--- src/rtl/bytes2bits_stream_pkg.sv ---
// bytes2bits_pkg: shared sizing helpers, FSM state encoding and byte bit-reversal for bytes2bits_stream
package bytes2bits_pkg;
  typedef enum logic [0:0] {B2B_RUN, B2B_FLUSH} b2b_state_e;
  function automatic int b2b_buf_w(input int in_bytes, input int out_bits);
    return 8 * in_bytes + out_bits;
  endfunction
  function automatic int b2b_cnt_w(input int buf_w);
    return $clog2(buf_w + 1);
  endfunction
  function automatic logic [7:0] bit_rev8(input logic [7:0] b);
    logic [7:0] r;
    for (int i = 0; i < 8; i++) r[i] = b[7 - i];
    return r;
  endfunction
endpackage

--- src/rtl/bytes2bits_stream_if.sv ---
// bytes2bits_stream_if: beat-in / chunk-out valid-ready bundle for bytes2bits_stream
// Signals: in_valid/in_ready/in_data/in_last (byte beats), out_valid/out_ready/out_data/out_last (bit chunks)
// Modports: master drives beats and consumes chunks, slave is the gearbox side
interface bytes2bits_stream_if #(
  parameter int IN_BYTES = 4,
  parameter int OUT_BITS = 12
);
  logic in_valid, in_ready, in_last, out_valid, out_ready, out_last;
  logic [8*IN_BYTES-1:0] in_data;
  logic [OUT_BITS-1:0] out_data;
  modport master (
    output in_valid, in_data, in_last, out_ready,
    input in_ready, out_valid, out_data, out_last
  );
  modport slave (
    input in_valid, in_data, in_last, out_ready,
    output in_ready, out_valid, out_data, out_last
  );
endinterface

--- src/rtl/bytes2bits_stream_shift_buf.sv ---
// b2b_shift_buf: bit buffer with fill count; pops OUT_BITS from the bottom, then inserts a beat just above what is left
// Ports: clk, rst_n (sync, active-low), pop, push, din (beat), data (buffer, oldest bit at 0), count (valid bits)
module b2b_shift_buf #(
  parameter int IN_W = 32,
  parameter int OUT_BITS = 12,
  parameter int BUF_W = 44,
  parameter int CNT_W = 6
) (
  input  logic             clk,
  input  logic             rst_n,
  input  logic             pop,
  input  logic             push,
  input  logic [IN_W-1:0]  din,
  output logic [BUF_W-1:0] data,
  output logic [CNT_W-1:0] count
);
  localparam logic [CNT_W-1:0] OB = CNT_W'(OUT_BITS);
  localparam logic [CNT_W-1:0] IW = CNT_W'(IN_W);
  logic [BUF_W-1:0] popped;
  logic [CNT_W-1:0] cnt_pop;
  // bits above count are always zero, so the insert can simply be OR-ed in
  always_comb begin
    popped = pop ? data >> OUT_BITS : data;
    cnt_pop = pop ? (count > OB ? count - OB : '0) : count;
  end
  always_ff @(posedge clk) begin
    if (!rst_n) begin
      data <= '0;
      count <= '0;
    end else begin
      data <= push ? popped | (BUF_W'(din) << cnt_pop) : popped;
      count <= push ? cnt_pop + IW : cnt_pop;
    end
  end
endmodule

--- src/rtl/bytes2bits_stream.sv ---
// bytes2bits_stream: streaming gearbox from IN_BYTES-byte beats to OUT_BITS-bit chunks, LSB-first, zero-padded flush
// Ports: clk, rst_n (sync, active-low), bus (bytes2bits_stream_if.slave)
// Build option: define B2B_BIT_REVERSE_EN to bit-reverse every input byte for MSB-first encoders
module bytes2bits_stream
  import bytes2bits_pkg::*;
#(
  parameter int IN_BYTES = 4,
  parameter int OUT_BITS = 12
) (
  input logic clk,
  input logic rst_n,
  bytes2bits_stream_if.slave bus
);
  localparam int IN_W = 8 * IN_BYTES;
  localparam int BUF_W = b2b_buf_w(IN_BYTES, OUT_BITS);
  localparam int CNT_W = b2b_cnt_w(BUF_W);
  localparam logic [0:0] ST_RUN = B2B_RUN;
  localparam logic [0:0] ST_FLUSH = B2B_FLUSH;
  localparam logic [CNT_W-1:0] OB = CNT_W'(OUT_BITS);
  logic [0:0] state;
  logic [BUF_W-1:0] buf_q;
  logic [CNT_W-1:0] count;
  logic [IN_W-1:0] din;
  logic pop, push;
`ifdef B2B_BIT_REVERSE_EN
  always_comb begin
    din = '0;
    for (int i = 0; i < IN_BYTES; i++) din[8*i +: 8] = bit_rev8(bus.in_data[8*i +: 8]);
  end
`else
  assign din = bus.in_data;
`endif
  // in_ready looks only at registered state so out_ready never reaches it combinationally
  always_comb begin
    bus.in_ready = rst_n && state == ST_RUN && count <= OB;
    bus.out_valid = count >= OB || (state == ST_FLUSH && count != '0);
    bus.out_last = bus.out_valid && state == ST_FLUSH && count <= OB;
    bus.out_data = buf_q[OUT_BITS-1:0] & ~({OUT_BITS{1'b1}} << count);
    pop = bus.out_valid && bus.out_ready;
    push = bus.in_valid && bus.in_ready;
  end
  always_ff @(posedge clk) begin
    if (!rst_n) state <= ST_RUN;
    else if (push && bus.in_last) state <= ST_FLUSH;
    else if (pop && bus.out_last) state <= ST_RUN;
  end
  b2b_shift_buf #(
    .IN_W(IN_W),
    .OUT_BITS(OUT_BITS),
    .BUF_W(BUF_W),
    .CNT_W(CNT_W)
  ) u_buf (
    .clk(clk),
    .rst_n(rst_n),
    .pop(pop),
    .push(push),
    .din(din),
    .data(buf_q),
    .count(count)
  );
endmodule

--- src/flat_wrapper.sv ---
// flat-port wrapper written by rule: the top's interface ports become plain ports
module bytes2bits_stream_flat import bytes2bits_pkg::*;
#(
  parameter int IN_BYTES = 4,
  parameter int OUT_BITS = 12
)
  (clk, rst_n, bus_in_valid, bus_in_data, bus_in_last, bus_out_ready, bus_in_ready, bus_out_valid, bus_out_data, bus_out_last);
  bytes2bits_stream_if #(.IN_BYTES(IN_BYTES), .OUT_BITS(OUT_BITS)) bus_i ();
  input logic clk;
  input logic rst_n;
  input wire logic [$bits(bus_i.in_valid)-1:0] bus_in_valid;
  input wire logic [$bits(bus_i.in_data)-1:0] bus_in_data;
  input wire logic [$bits(bus_i.in_last)-1:0] bus_in_last;
  input wire logic [$bits(bus_i.out_ready)-1:0] bus_out_ready;
  output wire logic [$bits(bus_i.in_ready)-1:0] bus_in_ready;
  output wire logic [$bits(bus_i.out_valid)-1:0] bus_out_valid;
  output wire logic [$bits(bus_i.out_data)-1:0] bus_out_data;
  output wire logic [$bits(bus_i.out_last)-1:0] bus_out_last;
  assign bus_i.in_valid = bus_in_valid;
  assign bus_i.in_data = bus_in_data;
  assign bus_i.in_last = bus_in_last;
  assign bus_i.out_ready = bus_out_ready;
  assign bus_in_ready = bus_i.in_ready;
  assign bus_out_valid = bus_i.out_valid;
  assign bus_out_data = bus_i.out_data;
  assign bus_out_last = bus_i.out_last;
  bytes2bits_stream #(.IN_BYTES(IN_BYTES), .OUT_BITS(OUT_BITS)) u_core (.clk(clk), .rst_n(rst_n), .bus(bus_i));
endmodule
--- config.mk ---
export PLATFORM = sky130hd
export DESIGN_NAME = bytes2bits_stream_flat
export DESIGN_NICKNAME = d
export VERILOG_FILES = /design/src/rtl/bytes2bits_stream_pkg.sv /design/src/rtl/bytes2bits_stream_if.sv /design/src/rtl/bytes2bits_stream_shift_buf.sv /design/src/rtl/bytes2bits_stream.sv /design/src/flat_wrapper.sv
export SDC_FILE = /design/constraint.sdc
export NUM_CORES = 1
export LEC_CHECK = 0
export CAP_MARGIN = 20
export CELL_PAD_IN_SITES_DETAIL_PLACEMENT = 0
export CELL_PAD_IN_SITES_GLOBAL_PLACEMENT = 2
export CORE_MARGIN = 4
export CORE_UTILIZATION = 31
export DETAILED_ROUTE_END_ITERATION = 10
export PLACE_DENSITY_LB_ADDON = 0.3
export SYNTH_ARGS = -nofsm -noshare
export SYNTH_HDL_FRONTEND = slang
export SYNTH_SLANG_ARGS = --single-unit
--- constraint.sdc ---
create_clock -name clk -period 2.6 [get_ports clk]
set_input_delay 0.65 -clock clk [delete_from_list [all_inputs] [get_ports clk]]
set_output_delay 0.65 -clock clk [all_outputs]
set_load 0.02 [all_outputs]
======== Word level (Yosys, flattened, before mapping) ========
Cells that the tools add are included.
storage, ports and cells
  output and inout bits ................... 15
  flip-flop bits (word level) ............. 51
operators by class
  muxes and demuxes ....................... 7
  reductions and logical operators ........ 12
  shift operators ......................... 2
  bitwise logic cells ..................... 4
  add/subtract/negate cells ............... 2
  order comparisons ....................... 3
operators by type and width
  operator               number
  $mux 44                2
  $or 44x44->44          1
  $shl 32x6->44          1
  $mux 6                 3
  $and 12x12->12         1
  $not 12->12            1
  $shl 12x6->12 const A  1
  $logic_and 1x1->1      9
  $add 6x6->6 const B    1
  $ge 6x4->1 const B     1
  $gt 6x4->1 const B     1
  $le 6x4->1 const B     1
  $reduce_bool 6->1      1
  $sub 6x4->6 const B    1
  $mux 1                 2
  $reduce_bool 2->1      1
  $logic_or 1x1->1       1
  $not 1->1              1

======== Logic depth before layout (Yosys ltp) ========
  depth in word-level cells ............... 8
  gate-level depth with buffers ........... 12
  mapped depth without buffers ............ 9

======== Modules after synthesis ========
Synthesis repeated with hierarchy kept, for this count alone.
unflattened totals
  cells, all modules ...................... 662
  area total of the unflattened synthesis .. 5,158.7 um2
modules (own cells, without submodules)
  module             area an instance (um2)  cells each  instances  seq. area each (um2)
  b2b_shift_buf      4,835.9                 619         1          1,001.0
  bytes2bits_stream  322.8                   43          1          20.0

======== Least setup slack after synthesis ========
Ideal clock, no wire load.
  kind .................................... register -> register
  start ................................... register u_core.u_buf.count[3]
  end ..................................... register u_core.u_buf.data[37]
  stages on the path, launching flop included .. 11
  arrival ................................. 2.447 ns
  slack ................................... 0.009 ns
  clock period less this slack ............ 2.591 ns
  required time ........................... 2.456 ns
  buffers on the path ..................... 2
  library setup time ...................... 0.144 ns
  path through ............................ dfxtp_1 > ha_1 > buf_4 > nor2_2 > a221o_1 > buf_6 > nor3b_2 > mux2i_4 > o311ai_1 > o41ai_1 > a41oi_1
on the way
  cells in the longest elaborated chain, start to end .. 8
  elaborated cells between the ends (all ways) .. 16
  classes of those cells .................. 1 x add/sub; 3 x order compare; 1 x shift; 4 x mux; 1 x bitwise; 6 x reduce/logical
RTL lines
  item                                                                 line                               text
  from (decl)                                                          bytes2bits_stream_shift_buf.sv:15  output logic [CNT_W-1:0] count
  from (signal assigned)                                               bytes2bits_stream_shift_buf.sv:32  count <= push ? cnt_pop + IW : cnt_pop;
  parallel branches: the longest is 7 deep, another holds $sub 6x4->6  --
  $mux 44 (*)                                                          bytes2bits_stream_shift_buf.sv:31  data <= push ? popped | (BUF_W'(din) << cnt_pop) : popped;
  to (signal assigned)                                                 bytes2bits_stream_shift_buf.sv:31
  to (decl)                                                            bytes2bits_stream_shift_buf.sv:14  output logic [BUF_W-1:0] data,
Every way passes the cells marked *.
A chain may end at the register's enable or synchronous reset.

======== Final worst setup path ========
  start ................................... register u_core.u_buf.count[2]
  end ..................................... register u_core.u_buf.data[37]
The elaborated chain is that of the path after synthesis.

==> flow_metrics.tcl <==
set metrics [dict create \
    routed_via_density 5.80 \
    crit_arrival_ns 2.73 \
    wl_per_cell_um 21.1 \
    cap_violations 0 \
    ios 52 \
    syn_inst 552 \
    fin_crit_sh_pct 98.6 \
    cp.required_ns 2.77 \
    start_kind "flip-flop" \
    dr.pass1.iters 5 \
    hold_viol 0 \
    cts_buffers 5 \
    cts.path.max_buffers 2 \
    drc 0 \
    yosysWarnings 0 \
    leakage_nw 2.72 \
    synth_top_family_by_area "compound AO/OA/AOI/OAI gates" \
    dp_hpwl_um 14400 \
    synthesis.area_um2 4480 \
    mostFrequentLayoutCells "126 x buf_4, 65 x mux2i_1, 48 x dfxtp_1, 46 x nand2_1, 41 x nor2_1" \
    fin_crit_ns 2.56 \
    synth_xor_area_share_pct 0 \
    async_flop_share_pct 0 \
    syn_avg_cell_area_um2 8.11 \
    cts_tree "yes" \
    tightest_slew_ns 0.577 \
    antenna_found_initial 0 \
    area_growth_pct 42.8 \
    grt_pass1_vias 4917 \
    end_kind "flip-flop" \
    synth_fp_nets 591 \
    grt_max_degree 48 \
    setup_violations 0 \
    die-area_um2 16400 \
    post_cts_hold_buffer_count 0 \
    peakVddDrop_uv 226 \
    fin_skew_ns 0.0148 \
    path_max_fanout 4 \
    synth_edf_count 0 \
    synthAdderAreaFrac_pct 0.559 \
    core_um2 14000 \
    drive_above_1_share_pct 30.9 \
    htreeDepth 2 \
    start_util_pct 32.0 \
    preCtsSetupSlack_ns -0.504 \
    synth_ff_type "dfxtp_1" \
    clock_latency_ns 0.30 \
    hp-class "reg2reg" \
    die-height_um 128 \
    synth-compound-area-share_pct 33.2 \
    critPathKind "reg2reg" \
    ys_seq_area_share_pct 22.8 \
    drtIter0Drc 304 \
    placed_cell_area_um2 5930 \
    max_freq_mhz 390 \
    antenna_left 0 \
    drt_wl_total_um 18700 \
    max_slew_margin_pct 61.2 \
    overflow 0 \
    yosys.area_share.simple_pct 16.7 \
    gp_congestion 0.892 \
    root_buffer "clkbuf_16" \
    crit_start "u_core.u_buf.count[2]$_SDFF_PN0_" \
    powerDensity_nw_per_um2 389 \
    min_from "u_core.u_buf.data[41]$_SDFF_PN0_" \
    synth_seq_cells 51 \
    mostFrequentLayoutCell "buf_4" \
    regToRegStartpoint "u_core.u_buf.count[2]$_SDFF_PN0_" \
    setup_slack_ns 0.0355 \
    rows 43 \
    grt_pass1_wl_um 28700 \
    post-route-util_pct 45.7 \
    vias 5137 \
    final_max_slew_viol_count 0 \
    run_status "complete, no violations" \
    cts.clk_slew.worst_paths_ns 0.08 \
    cts.sinks 51 \
    slowest_delay_ns 0.40 \
    die_x_um 128 \
    synth_cell_type_count 80 \
    port_buffers 51 \
    rsz0062_at_grt "yes" \
    finalNetCount 744 \
    synth_mux_area_share_pct 18.9 \
    cp_cell_sequence "inv_1 > ha_2 > nor4b_2 > a221o_2 > nor3b_4 > mux2i_4 > buf_6 > o311ai_2 > o41ai_2 > a41oi_2" \
    final_design_area_no_fill_um2 6390 \
    crit_slowest_cell "a221o_2" \
    diodes 0 \
    grt.total_usage_pct 22.4 \
]
[critical path, delay by kind of cell (launching register included)]
kind | cells | cell delay, ns
fa+ha+maj | 1 | 0.20
compound gates | 4 | 0.85
mux | 1 | 0.39
flops | 1 | 0.36
buf+inv | 2 | 0.21
simple gates | 2 | 0.42
[per-layer routing]
metal  wire (um)  track usage [%]
met1        8240             30.7
met2        8720             36.2
met3        1240             3.54
met4         473             6.93
met5           0                0
[area by class of cell]
cell class | count | area (um2)
fill | 1387 | 7590
multi-input combinational | 439 | 3270
timing repair buffer | 192 | 1670
sequential | 51 | 1030
tap | 180 | 225
clock buffer | 6 | 129
inverter | 16 | 60.1
clock inverter | 2 | 12.5
[cells by family after synthesis]
logic type      Yosys count
compound gates          210
fa+ha+maj                 2
buf+inv                  64
flops                    51
mux                      81
simple gates            144
[stage by stage]
step,total power [mW],hold slack (ns),instances,TNS (ns)
6_report,2.49,0.449,886,0
5_1_grt,2.62,0.472,886,-0.223
4_1_cts,2.44,0.454,875,0
3_5_place_dp,1.77,0.445,864,-17.53
3_3_place_gp,1.76,0.441,864,-17.54
2_1_floorplan,1.36,0.431,552,0
[timing repair]
action	4_1_cts	5_1_grt
endpoints found under the setup margin	51	45
gates cloned	2	0
resized for setup	21	50
setup buffers	1	11
pin swaps	6	20
[synthesized netlist by cell type, drive strengths merged (6+ instances only)]
library cell | instances | area [um2]
mux2i | 70 | 713
dfxtp | 51 | 1020
nand2 | 49 | 191
o21ai | 49 | 257
nor2 | 46 | 188
a21oi | 45 | 259
buf | 34 | 243
o22ai | 20 | 125
a211oi | 16 | 120
clkbuf | 14 | 52.6
inv | 14 | 52.6
o211ai | 14 | 110
mux2 | 11 | 131
a21boi | 10 | 75.1
nand3 | 8 | 40.0
nand2b | 7 | 43.8
a221oi | 6 | 52.6
[final timing paths]
kind | to | slack, ns | cells past startpoint
max | u_core.u_buf.data[37]$_SDFF_PN0_ | 0.04 | 10
min | u_core.u_buf.data[41]$_SDFF_PN0_ | 0.45 | 2
max reg2reg | u_core.u_buf.data[37]$_SDFF_PN0_ | 0.04 | 10
min reg2reg | u_core.u_buf.data[41]$_SDFF_PN0_ | 0.45 | 2
[sequential cells by signal, indices dropped and copies added, names as in the netlist]
signal and flops:
u_core.state 1, u_core.u_buf.count 6, u_core.u_buf.data 44
[power breakdown]
group	internal, mW	switching (mW)
logic	0.453	0.487
clock network	0.356	0.304
registers	0.841	0.0478
total	1.65	0.838
Power figures use the tool's default switching activity.
